[src/rtl/fetch_unit_pkg.sv]
// ---------------------------------------------------------------------------
// fetch_unit_pkg
//   Constants shared by the fetch, program-counter and decode stages:
//   default PC/instruction widths and the fetch FSM state encoding.
//   The state encoding is a set of plain 2-bit localparams so that older
//   blocks that compare raw state codes keep working.
// ---------------------------------------------------------------------------
package fetch_unit_pkg;

  // MSB index of every PC bus (PC buses are [DEFAULT_WIDTH:0])
  localparam int DEFAULT_WIDTH      = 11;
  // Instruction word width in bits
  localparam int DEFAULT_DATA_WIDTH = 16;

  typedef logic [1:0] fetch_state_t;

  localparam logic [1:0] ST_ISSUE = 2'd0;  // strobe a read at pc
  localparam logic [1:0] ST_WAIT  = 2'd1;  // read in flight, wait for data
  localparam logic [1:0] ST_HOLD  = 2'd2;  // ir presented to decode
  localparam logic [1:0] ST_FLUSH = 2'd3;  // redirect in progress

  // A read is in flight while waiting for data, or while a flush still
  // expects the stale word of an abandoned read.
  function automatic logic read_outstanding(input logic [1:0] state,
                                            input logic       discard);
    return (state == ST_WAIT) || discard;
  endfunction

endpackage

[src/rtl/fetch_unit.sv]
// ---------------------------------------------------------------------------
// fetch_unit
//   Instruction fetch stage. Drives the program counter (increment / load),
//   reads the instruction at pc from a single-outstanding-read memory and
//   presents it to decode through a valid/ready instruction register.
//   Redirects from execute reload the counter and abandon any fetch in
//   progress; a word already requested from memory is swallowed on return.
//
// Ports
//   clk, rst          clock, synchronous active-high reset
//   pc                current program counter value
//   inc_pc, load_pc   one-cycle increment / load requests to the counter
//   pc_val            value loaded into the counter when load_pc=1
//   mem_rd, mem_addr  one-cycle read strobe and address to memory
//   mem_valid, mem_data  read return (any latency >= 1)
//   redirect, redirect_addr  one-cycle redirect request and target
//   ir, ir_valid, ir_ready   instruction register handshake to decode
// ---------------------------------------------------------------------------
module fetch_unit
  import fetch_unit_pkg::*;
#(
  parameter int WIDTH      = DEFAULT_WIDTH,
  parameter int DATA_WIDTH = DEFAULT_DATA_WIDTH
) (
  input  logic                  clk,
  input  logic                  rst,
  input  logic [WIDTH:0]        pc,
  output logic                  inc_pc,
  output logic                  load_pc,
  output logic [WIDTH:0]        pc_val,
  output logic                  mem_rd,
  output logic [WIDTH:0]        mem_addr,
  input  logic                  mem_valid,
  input  logic [DATA_WIDTH-1:0] mem_data,
  input  logic                  redirect,
  input  logic [WIDTH:0]        redirect_addr,
  output logic [DATA_WIDTH-1:0] ir,
  output logic                  ir_valid,
  input  logic                  ir_ready
);

  logic [1:0]            state_q,    state_d;
  logic                  inc_pc_q,   inc_pc_d;
  logic                  load_pc_q,  load_pc_d;
  logic [WIDTH:0]        pc_val_q,   pc_val_d;
  logic                  mem_rd_q,   mem_rd_d;
  logic [WIDTH:0]        mem_addr_q, mem_addr_d;
  logic [DATA_WIDTH-1:0] ir_q,       ir_d;
  logic                  ir_valid_q, ir_valid_d;
  logic                  discard_q,  discard_d;

  // Next-state logic: redirect overrides everything except reset.
  always_comb begin
    state_d    = state_q;
    inc_pc_d   = 1'b0;
    load_pc_d  = 1'b0;
    pc_val_d   = pc_val_q;
    mem_rd_d   = 1'b0;
    mem_addr_d = mem_addr_q;
    ir_d       = ir_q;
    ir_valid_d = ir_valid_q;
    discard_d  = discard_q;

    if (redirect) begin
      load_pc_d  = 1'b1;
      pc_val_d   = redirect_addr;
      ir_valid_d = 1'b0;
      state_d    = ST_FLUSH;
      // A word returning in this very cycle completes the read, so there
      // is nothing left to swallow afterwards.
      discard_d  = read_outstanding(state_q, discard_q) && !mem_valid;
    end else begin
      case (state_q)
        ST_ISSUE: begin
          mem_rd_d   = 1'b1;
          mem_addr_d = pc;
          state_d    = ST_WAIT;
        end
        ST_WAIT: begin
          if (mem_valid) begin
            ir_d       = mem_data;
            ir_valid_d = 1'b1;
            inc_pc_d   = 1'b1;
            state_d    = ST_HOLD;
          end else begin
            state_d    = ST_WAIT;
          end
        end
        ST_HOLD: begin
          // HOLD always lasts at least one cycle, so the increment issued
          // on entry has reached the counter before the next ISSUE.
          if (ir_valid_q && ir_ready) begin
            ir_valid_d = 1'b0;
            state_d    = ST_ISSUE;
          end else begin
            state_d    = ST_HOLD;
          end
        end
        ST_FLUSH: begin
          if (discard_q) begin
            // Stale word is dropped; ir is left alone.
            if (mem_valid) begin
              discard_d = 1'b0;
            end else begin
              discard_d = 1'b1;
            end
          end else if (!load_pc_q) begin
            // Counter has held the target for a cycle: safe to fetch.
            state_d = ST_ISSUE;
          end else begin
            state_d = ST_FLUSH;
          end
        end
        default: begin
          state_d    = ST_ISSUE;
          ir_valid_d = 1'b0;
          discard_d  = 1'b0;
        end
      endcase
    end
  end

  // State and registered outputs, synchronous reset.
  always_ff @(posedge clk) begin
    if (rst) begin
      state_q    <= ST_ISSUE;
      inc_pc_q   <= 1'b0;
      load_pc_q  <= 1'b0;
      pc_val_q   <= {(WIDTH+1){1'b0}};
      mem_rd_q   <= 1'b0;
      mem_addr_q <= {(WIDTH+1){1'b0}};
      ir_q       <= {DATA_WIDTH{1'b0}};
      ir_valid_q <= 1'b0;
      discard_q  <= 1'b0;
    end else begin
      state_q    <= state_d;
      inc_pc_q   <= inc_pc_d;
      load_pc_q  <= load_pc_d;
      pc_val_q   <= pc_val_d;
      mem_rd_q   <= mem_rd_d;
      mem_addr_q <= mem_addr_d;
      ir_q       <= ir_d;
      ir_valid_q <= ir_valid_d;
      discard_q  <= discard_d;
    end
  end

  assign inc_pc   = inc_pc_q;
  assign load_pc  = load_pc_q;
  assign pc_val   = pc_val_q;
  assign mem_rd   = mem_rd_q;
  assign mem_addr = mem_addr_q;
  assign ir       = ir_q;
  assign ir_valid = ir_valid_q;

endmodule

[config.mk]
export PLATFORM = sky130hd
export DESIGN_NAME = fetch_unit
export DESIGN_NICKNAME = d
export VERILOG_FILES = /design/src/rtl/fetch_unit_pkg.sv /design/src/rtl/fetch_unit.sv
export SDC_FILE = /design/constraint.sdc
export NUM_CORES = 1
export LEC_CHECK = 0
export ABC_CLOCK_PERIOD_IN_PS = 3900
export CORE_MARGIN = 1.5
export CORE_UTILIZATION = 39
export CTS_CLUSTER_DIAMETER = 30
export DETAILED_ROUTE_END_ITERATION = 12
export DONT_BUFFER_PORTS = 1
export PLACE_DENSITY = 0.53
export SLEW_MARGIN = 20
export SYNTH_ARGS = -nofsm -noshare
export SYNTH_HDL_FRONTEND = slang
export SYNTH_SLANG_ARGS = --single-unit
[constraint.sdc]
create_clock -name clk -period 3.9 [get_ports clk]
set_input_delay 0.39 -clock clk [delete_from_list [all_inputs] [get_ports clk]]
set_output_delay 0.39 -clock clk [all_outputs]
set_load 0.03 [all_outputs]
==> flow_metrics.tcl <==
set metrics [dict create \
    outcome "finished, final reports clean" \
    clk_latency_ns 0.29 \
    start_util_pct 40.92 \
    multi_input_area_um2 763.2 \
    setup_tns_ns 0 \
    ant_nets 0 \
    design.die.area_um2 5016 \
    num_antenna_cells 0 \
    r2r_end "ir[7]$_SDFFE_PP0P_" \
    cts_buffer_depth 2 \
    synth_area_leaders "dfxtp_1 (52%), nand2_1 (10%), a21oi_1 (6.7%)" \
    cts_root_buffer "clkbuf_8" \
    clock-sinks 47 \
    final_common_cell "nand2_1" \
    fp.dieH_um 70.83 \
    critPathMaxFanout 16 \
    final_cell_mix "nand2_1 (48), dfxtp_1 (47), a21oi_1 (24)" \
    vias 1274 \
    reg2reg_slack_ns 1.95 \
    core.rowCount 24 \
    synthDominantCellAreaShare_pct 52.44 \
    wl_um 3772 \
    holdBufCountCts 0 \
    hold_end "pc_val[9]$_SDFFE_PP0P_" \
    rsz0062_at_grt "false" \
    dp_hpwl_um 2681 \
    vdd_drop_max_mv 0.1736 \
    clkTransAtPathRegs_ns 0.09 \
    ff2ff_path_depth 3 \
    firstDrtPassIters 5 \
    ys_warn_count 0 \
    min_period_over_period_pct 50.10 \
    ys_types 27 \
    drive_gt1_share_pct 16.84 \
    slew_viol_final 0 \
    viasPerCell 5.264 \
    whs_ns 0.1571 \
    hold_path_class "in -> reg" \
    coreArea_um2 4384 \
    worst_pin_slew_ns 1.062 \
    ioPinCount 89 \
    grt_max_degree 48 \
    synth-seq-cells 47 \
    drtIter0Drc 90 \
    crit_path_end_kind "flop" \
    cts_tree "yes" \
    cp.arrival_ns 2.19 \
    cts-htree-levels 2 \
    criticalPathCategory "reg -> reg" \
    grt_pass1_wl_um 5858 \
    relSlewSlack_pct 29.09 \
    gr-total-overflow 0 \
    seq_area_um2 940.9 \
    syn_nets 242 \
    final_hold_viol_count 0 \
    grt_pass1_vias 1239 \
    nFillCells 444 \
    netlist_area_um2 1794 \
    cp-start-kind "flop" \
    hold_start "rst" \
    fin_crit_ns 1.954 \
    nets 234 \
    maxCapViolations 0 \
    numPortBuffers 0 \
    syn_avg_cell_area_um2 9.108 \
    finalSetupViolCount 0 \
    post_cts_buffers 0 \
    cp.required_ns 4.13 \
    cts.repair.resized 0 \
    synth.yosys.seq_area_share_pct 52.44 \
    area_growth_pct 6.416 \
    syn_inst 197 \
    gr-usage-all-layers_pct 14.75 \
    wire_per_inst_um 15.59 \
    powerDensity_nw_per_um2 536.0 \
    yosysTopAreaCell "dfxtp_1" \
    worstHoldPathCells 1 \
    fmax_mhz 511.8 \
    stdcell_count 242 \
    numCtsBuffers 5 \
    leakagePower_nw 0.6925 \
    dieWidth_um 70.83 \
    grt_antenna_before_repair 0 \
    place_inst 234 \
    drc 0 \
    gp_congestion 0.6622 \
    r2r-start "state_q[0]$_SDFFE_PP0P_" \
    fin_worst_skew_ns 0.006286 \
]
## metal layers
| metal | wire (µm) | track usage, % |
|---|---|---|
| met1 | 1413 | 16.04 |
| met2 | 2002 | 25.75 |
| met3 | 309 | 5.413 |
| met4 | 46 | 6.289 |
| met5 | 0 | 0 |
## synth_stat cells
library cell	n
nand2_1	48
dfxtp_1	47
a21oi_1	24
nor2_1	16
mux2i_1	12
a21oi_2	10
nand2_2	10
buf_4	6
buf_2	3
clkbuf_1	3
nor4bb_1	2
a2111oi_0	1
buf_1	1
buf_6	1
buf_8	1
inv_1	1
mux2_2	1
nand2b_1	1
nand4bb_1	1
nor2b_1	1
nor3_1	1
nor3_2	1
o211a_1	1
o211ai_1	1
o21ai_0	1
o21ai_1	1
or3_4	1
## cell type report
cell class              count  area share, %
flip-flops and latches     47          49.28
multi-input cells         134          39.97
clock buffers               5          3.604
clock inverters             3          3.539
well taps                  52          3.408
inverters                   1         0.1966
## kinds of logic after synthesis
kind of cell           Yosys count  share of synthesized area [%]
buffers and inverters           16                          5.857
flip-flops                      47                          52.44
AND/OR/NAND/NOR                 82                          20.78
AO/OA/AOI/OAI                   39                          13.60
multiplexers                    13                          7.322
## power by group
group,internal [mW],leakage (nW),switching (mW)
Clock,0.256,0.0644,0.160
Combinational,0.0250,0.244,0.0234
Sequential,0.501,0.384,0.0580
Total,0.782,0.692,0.241
## registers in the layout, summed over array words and instances (netlist names)
register   flops
ir_valid       1
mem_rd         1
inc_pc         1
ir            16
discard_q      1
pc_val        12
mem_addr      12
state_q        2
load_pc        1
## critical path, stage by stage, from the launching register on
cell	delay, ns
dfxtp_1	0.58
nor4bb_4	1.02
nand2_1	0.14
a21oi_1	0.16
## worst max path at each step
stage / from / end / slack, ns / cells past startpoint
floorplan: state_q[1]$_SDFFE_PP0P_ / mem_addr[11]$_SDFFE_PP0P_ / 2.67 / 5
global placement: state_q[0]$_SDFFE_PP0P_ / ir[5]$_SDFFE_PP0P_ / 2.03 / 3
detailed placement: state_q[0]$_SDFFE_PP0P_ / ir[7]$_SDFFE_PP0P_ / 1.92 / 3
CTS: state_q[0]$_SDFFE_PP0P_ / ir[7]$_SDFFE_PP0P_ / 1.89 / 3
global route: state_q[0]$_SDFFE_PP0P_ / ir[4]$_SDFFE_PP0P_ / 1.74 / 3
finish: state_q[0]$_SDFFE_PP0P_ / ir[7]$_SDFFE_PP0P_ / 1.95 / 3
## through the flow
step                      area [µm²]  setup slack (ns)  util [%]  power, mW
final                           1909             1.946     43.55      1.023
after global routing            1909             1.737     43.55      1.068
after CTS                       1909             1.890     43.55      1.037
after detailed placement        1773             1.915     40.44     0.6205
after global placement          1773             2.032     40.44     0.6168
after floorplan                 1794             2.666         -     0.6238
No activity file was read; power rests on OpenSTA's default activity.
